## src/rtl/fp_mul_wb_if.sv

```systemverilog
// Handshake bundle between the FP multiplier, its writeback stage and the
// register-file consumer: upstream push channel plus downstream pop channel.
interface fp_mul_wb_if #(
  parameter int W = 32
);
  logic         in_valid;
  logic         in_ready;
  logic [W-1:0] in_a;
  logic [W-1:0] in_b;
  logic [W-1:0] in_p;
  logic [4:0]   in_rd;
  logic         out_valid;
  logic         out_ready;
  logic [W-1:0] out_result;
  logic [4:0]   out_rd;
  logic [4:0]   out_flags;

  modport master (
    output in_valid, in_a, in_b, in_p, in_rd, out_ready,
    input  in_ready, out_valid, out_result, out_rd, out_flags
  );

  modport slave (
    input  in_valid, in_a, in_b, in_p, in_rd, out_ready,
    output in_ready, out_valid, out_result, out_rd, out_flags
  );
endinterface

```

## src/rtl/fp_mul_wb.sv

```systemverilog
// Single-precision multiplier writeback: NaN canonicalization, IEEE flag
// derivation, 2-entry result FIFO and sticky fflags accumulator.
module fp_mul_wb #(
  parameter int NEXP = 8,
  parameter int NSIG = 23
) (
  input  logic             clk,
  input  logic             rst,
  fp_mul_wb_if.slave       bus,
  input  logic             fflags_clr,
  output logic [4:0]       fflags
);
  localparam int W = NEXP + NSIG + 1;
  localparam logic [W-1:0] CANON_NAN = {1'b0, {NEXP{1'b1}}, 1'b1, {(NSIG-1){1'b0}}};

  function automatic logic exp_ones(input logic [W-1:0] x);
    return &x[W-2:NSIG];
  endfunction

  function automatic logic exp_zero(input logic [W-1:0] x);
    return ~|x[W-2:NSIG];
  endfunction

  function automatic logic frac_zero(input logic [W-1:0] x);
    return ~|x[NSIG-1:0];
  endfunction

  function automatic logic is_inf(input logic [W-1:0] x);
    return exp_ones(x) & frac_zero(x);
  endfunction

  function automatic logic is_nan(input logic [W-1:0] x);
    return exp_ones(x) & ~frac_zero(x);
  endfunction

  function automatic logic is_snan(input logic [W-1:0] x);
    return is_nan(x) & ~x[NSIG-1];
  endfunction

  function automatic logic is_zero(input logic [W-1:0] x);
    return exp_zero(x) & frac_zero(x);
  endfunction

  function automatic logic is_finnz(input logic [W-1:0] x);
    return ~exp_ones(x) & ~is_zero(x);
  endfunction

  // NX is conservative: without rounding bits, any OF/UF is assumed inexact.
  function automatic logic [4:0] calc_flags(input logic [W-1:0] a,
                                            input logic [W-1:0] b,
                                            input logic [W-1:0] p);
    logic nv, of, uf;
    nv = is_snan(a) | is_snan(b) | (is_inf(a) & is_zero(b)) | (is_zero(a) & is_inf(b));
    of = is_inf(p) & ~(is_inf(a) | is_nan(a) | is_inf(b) | is_nan(b));
    uf = exp_zero(p) & is_finnz(a) & is_finnz(b);
    return {nv, 1'b0, of, uf, of | uf};
  endfunction

  logic         wr_ptr_q, wr_ptr_d;
  logic         rd_ptr_q, rd_ptr_d;
  logic [1:0]   count_q, count_d;
  logic [W-1:0] res_q [0:1];
  logic [W-1:0] res_d [0:1];
  logic [4:0]   rd_q  [0:1];
  logic [4:0]   rd_d  [0:1];
  logic [4:0]   flg_q [0:1];
  logic [4:0]   flg_d [0:1];
  logic [4:0]   fflags_q, fflags_d;
  logic         push_s, pop_s;

  assign bus.in_ready   = ~rst & (count_q != 2'd2);
  assign bus.out_valid  = (count_q != 2'd0);
  assign bus.out_result = res_q[rd_ptr_q];
  assign bus.out_rd     = rd_q[rd_ptr_q];
  assign bus.out_flags  = flg_q[rd_ptr_q];
  assign fflags         = fflags_q;

  assign push_s = bus.in_valid & bus.in_ready;
  assign pop_s  = bus.out_valid & bus.out_ready & ~rst;

  // Next-state for FIFO storage, pointers, occupancy and sticky flags.
  always_comb begin
    wr_ptr_d = wr_ptr_q;
    rd_ptr_d = rd_ptr_q;
    count_d  = count_q;
    fflags_d = fflags_q;
    for (int i = 0; i < 2; i++) begin
      res_d[i] = res_q[i];
      rd_d[i]  = rd_q[i];
      flg_d[i] = flg_q[i];
    end

    if (push_s) begin
      res_d[wr_ptr_q] = is_nan(bus.in_p) ? CANON_NAN : bus.in_p;
      rd_d[wr_ptr_q]  = bus.in_rd;
      flg_d[wr_ptr_q] = calc_flags(bus.in_a, bus.in_b, bus.in_p);
      wr_ptr_d        = ~wr_ptr_q;
    end else begin
      wr_ptr_d = wr_ptr_q;
    end

    if (pop_s) begin
      rd_ptr_d = ~rd_ptr_q;
    end else begin
      rd_ptr_d = rd_ptr_q;
    end

    case ({push_s, pop_s})
      2'b10:   count_d = count_q + 2'd1;
      2'b01:   count_d = count_q - 2'd1;
      default: count_d = count_q;
    endcase

    // A pop in the clear cycle still lands in the accumulator.
    fflags_d = (fflags_clr ? 5'd0 : fflags_q) | (pop_s ? bus.out_flags : 5'd0);
  end

  // State register with synchronous reset that empties the FIFO.
  always_ff @(posedge clk) begin
    if (rst) begin
      wr_ptr_q <= 1'b0;
      rd_ptr_q <= 1'b0;
      count_q  <= 2'd0;
      fflags_q <= 5'd0;
      for (int i = 0; i < 2; i++) begin
        res_q[i] <= '0;
        rd_q[i]  <= 5'd0;
        flg_q[i] <= 5'd0;
      end
    end else begin
      wr_ptr_q <= wr_ptr_d;
      rd_ptr_q <= rd_ptr_d;
      count_q  <= count_d;
      fflags_q <= fflags_d;
      for (int i = 0; i < 2; i++) begin
        res_q[i] <= res_d[i];
        rd_q[i]  <= rd_d[i];
        flg_q[i] <= flg_d[i];
      end
    end
  end
endmodule

```

## src/flat_wrapper.sv

```systemverilog
// flat-port wrapper written by rule: the top's interface ports become plain ports
module fp_mul_wb_flat 
#(
  parameter int NEXP = 8,
  parameter int NSIG = 23
)
  (clk, rst, fflags_clr, fflags, bus_in_valid, bus_in_a, bus_in_b, bus_in_p, bus_in_rd, bus_out_ready, bus_in_ready, bus_out_valid, bus_out_result, bus_out_rd, bus_out_flags);
  fp_mul_wb_if #(.W(32)) bus_i ();
  input  logic clk;
  input  logic rst;
  input  logic fflags_clr;
  output logic [4:0] fflags;
  input wire logic [$bits(bus_i.in_valid)-1:0] bus_in_valid;
  input wire logic [$bits(bus_i.in_a)-1:0] bus_in_a;
  input wire logic [$bits(bus_i.in_b)-1:0] bus_in_b;
  input wire logic [$bits(bus_i.in_p)-1:0] bus_in_p;
  input wire logic [$bits(bus_i.in_rd)-1:0] bus_in_rd;
  input wire logic [$bits(bus_i.out_ready)-1:0] bus_out_ready;
  output wire logic [$bits(bus_i.in_ready)-1:0] bus_in_ready;
  output wire logic [$bits(bus_i.out_valid)-1:0] bus_out_valid;
  output wire logic [$bits(bus_i.out_result)-1:0] bus_out_result;
  output wire logic [$bits(bus_i.out_rd)-1:0] bus_out_rd;
  output wire logic [$bits(bus_i.out_flags)-1:0] bus_out_flags;
  assign bus_i.in_valid = bus_in_valid;
  assign bus_i.in_a = bus_in_a;
  assign bus_i.in_b = bus_in_b;
  assign bus_i.in_p = bus_in_p;
  assign bus_i.in_rd = bus_in_rd;
  assign bus_i.out_ready = bus_out_ready;
  assign bus_in_ready = bus_i.in_ready;
  assign bus_out_valid = bus_i.out_valid;
  assign bus_out_result = bus_i.out_result;
  assign bus_out_rd = bus_i.out_rd;
  assign bus_out_flags = bus_i.out_flags;
  fp_mul_wb #(.NEXP(NEXP), .NSIG(NSIG)) u_core (.clk(clk), .rst(rst), .bus(bus_i), .fflags_clr(fflags_clr), .fflags(fflags));
endmodule
```

## config.mk

```make
export PLATFORM = sky130hd
export DESIGN_NAME = fp_mul_wb_flat
export DESIGN_NICKNAME = d
export VERILOG_FILES = /design/src/rtl/fp_mul_wb_if.sv /design/src/rtl/fp_mul_wb.sv /design/src/flat_wrapper.sv
export SDC_FILE = /design/constraint.sdc
export NUM_CORES = 1
export LEC_CHECK = 0
export CORE_MARGIN = 10
export CORE_UTILIZATION = 47
export DETAILED_ROUTE_END_ITERATION = 6
export PLACE_DENSITY = 0.86
export SYNTH_ARGS = -nofsm -noshare
export SYNTH_HDL_FRONTEND = slang
export SYNTH_SLANG_ARGS = --single-unit
```

## constraint.sdc

```tcl
create_clock -name clk -period 4.58 [get_ports clk]
set_clock_uncertainty 0.1 [all_clocks]
set_input_delay 0.458 -clock clk [delete_from_list [all_inputs] [get_ports clk]]
set_output_delay 0.458 -clock clk [all_outputs]
set_load 0.02 [all_outputs]
```

==> flow_summary.yaml <==
grt:
  grt-ovfl-total: 0
  grt_max_degree: 42
  grt_pass1_wl_mm: 19.5
  grt_usage_pct: 18.7
  antenna_found_initial: 0
  grt_pass1_vias: 3977
sta:
  tightest_slew_ns: 1.04
  period_needed_ns: 3.02
  setup_tns_ns: 0
  maxSlewHeadroom_pct: 30.6
  final_hold_viol_count: 0
  rsz0062_at_grt: "no"
  drv_slew: 0
  period_share_pct: 65.9
  max_freq_mhz: 331
  setup_viol: 0
cts:
  cts_setup_buffers: 0
  path_clk_slew_ns: 0.08
  postCtsHoldBufs: 0
  cts_resized: 0
  h-tree-depth: 3
  cts.sink_count: 92
  cts_tree: "done"
  cts.path.max_buffers: 2
  clk_latency_ns: 0.35
  cts_buffers: 9
  cts_root_buf: "clkbuf_8"
floorplan:
  fp.dieArea_mm2: 0.0122
  initial_core_util_pct: 49.0
  pin_count: 155
  die_x_um: 110
  core.rowCount: 32
  die_h_um: 110
  core_area_mm2: 0.00785
routing:
  drc: 0
  wl_per_cell_um: 18.8
  wl_mm: 12.1
  drtPass1Iterations: 5
  via_per_inst: 5.70
  drt_iter0_markers: 209
  ant_nets: 0
  vias: 3688
critical_path:
  cp.required_ns: 4.77
  startpoint_type: "primary input"
  r2r_slack_ns: 2.24
  end_kind: "flop"
  cp_max_fo: 32
  r2r-end: "u_core.res_q[1][20]"
  timing.rr.start: "u_core.count_q[0]"
  rr_worst_depth: 5
  crit_arrival_ns: 3.21
  critPathKind: "in -> reg"
hold_path:
  hp-class: "reg -> reg"
  hold_end: "u_core.res_q[1][23]"
  min_from: "u_core.res_q[1][23]"
  hold_path_depth: 2
final_layout:
  multi_input_area_mm2: 0.00187
  nNetsFinal: 647
  num_antenna_cells: 0
  drive_gt1_share_pct: 12.8
  final_common_cell: "clkdlybuf4s50_1"
  final_cells: 647
  seq_area_mm2: 0.00184
  layout_common_cells: "clkdlybuf4s50_1, dfxtp_1, nand2_1"
  syn_to_final_growth_pct: 45.9
  fillers: 633
logic_synthesis:
  avgSynthCellArea_um2: 9.61
  synthTopCellsByArea: "dfxtp_1, mux2_2, a22o_1"
  ys_seq_elements: 92
  synth_cell_types: 38
  synth_top_cell_by_area: "dfxtp_1"
  synth-seq-area-share_pct: 47.9
  yosysTopAreaCellShare_pct: 47.9
  syn-cell-area_mm2: 0.00384
  synth_cells: 400
  yosysWarnings: 0
  synth_nets: 507
placed_design:
  place_inst: 631
  numPortBuffers: 151
  place_hpwl_mm: 9.07
  gp_congestion: 0.768
run:
  maxCapViolCount: 0
pwr:
  p_leak_nw: 2.04
  ir_worst_vdd_uv: 159
  p_per_area_mw_per_mm2: 326
run_status:
  status: "complete, no violations"
==> layout make-up <==
| cell class | count | area share [%] |
|---|---|---|
| sequential | 92 | 32.8 |
| clock buffer | 11 | 2.70 |
| multi-input combinational | 278 | 33.3 |
| clock inverter | 5 | 1.05 |
| timing repair buffer | 156 | 27.6 |
| tap | 102 | 2.27 |
| inverter | 3 | 0.201 |
==> sequential cells by signal, summed over array words and instances (netlist names), named ones only <==
signal	cells
u_core.flg_q	8
u_core.count_q	2
u_core.rd_ptr_q	1
u_core.wr_ptr_q	1
u_core.fflags	5
u_core.rd_q	10
u_core.res_q	64
==> stage by stage <==
stage	setup WS [ns]	hold slack [ns]	power [W]	instance area, um^2	util (%)
2_1_floorplan	2.60	0.332	0.00108	3840	-
4_1_cts	1.59	0.360	0.00184	5610	71.5
5_1_grt	1.39	0.378	0.00190	5610	71.5
3_3_place_gp	1.27	0.339	0.00127	5400	68.8
6_report	1.56	0.355	0.00183	5610	71.5
3_5_place_dp	1.25	0.348	0.00128	5400	68.8
==> cells by family after synthesis <==
group                      count (synthesis)  share of synthesized area [%]
buffers and inverters                     30                           3.45
adders and majority gates                  1                          0.325
xor gates and xnor gates                   3                          0.683
and+or+nand+nor                          136                           16.9
DFF                                       92                           47.9
other                                      1                         0.0975
AOI/OAI and AO/OA                         96                           18.6
muxes                                     41                           12.0
==> cells in the mapped netlist (all sizes together) <==
library cell / count
and2: 3
a211oi: 2
a311oi: 2
nand2: 61
inv: 3
xor2: 2
dfxtp: 92
and4: 2
ha: 1
conb: 1
nor2: 18
mux2: 41
o21ai: 18
buf: 13
nand4: 9
o21a: 1
clkbuf: 14
nor4: 18
or4: 4
nor3: 6
o311ai: 2
and3: 1
a22oi: 1
a21oi: 19
nand3: 7
or3: 3
or2: 4
a22o: 50
xnor2: 1
o211ai: 1
==> worst max-delay path by stage <==
| stage | start | cells after the start | slack, ns | end |
|---|---|---|---|---|
| after floorplan | bus_in_b[4] | 5 | 2.60 | u_core.flg_q[1][0] |
| after global placement | rst | 8 | 1.27 | u_core.res_q[1][8] |
| after detailed placement | rst | 8 | 1.25 | u_core.res_q[1][20] |
| after CTS | rst | 8 | 1.59 | u_core.res_q[1][20] |
| after global routing | rst | 8 | 1.39 | u_core.res_q[0][22] |
| final | rst | 8 | 1.56 | u_core.res_q[1][20] |
==> power breakdown <==
part           internal [W]  total, W  switching, W  leakage [nW]
registers          0.000844  0.000889     0.0000449         0.750
clock network      0.000283  0.000563      0.000280         0.102
logic              0.000215  0.000378      0.000162          1.18
==> layer usage <==
layer  vias up  share of wire, %  track usage (%)
li1       1760                 -                -
met1      1748                40             20.3
met2       166                49             32.5
met3        14               9.3             8.16
met4         0               1.3             4.40
met5         -                 0                0
==> worst max-delay path: stages <==
cell and delay (ns):
clkdlybuf4s50_1 0.39, buf_4 0.24, inv_2 0.32, o21a_1 0.22, and3_1 0.17, buf_4 0.29
and2_1 0.81, a22o_1 0.27
(Power assumes the default switching activity.)
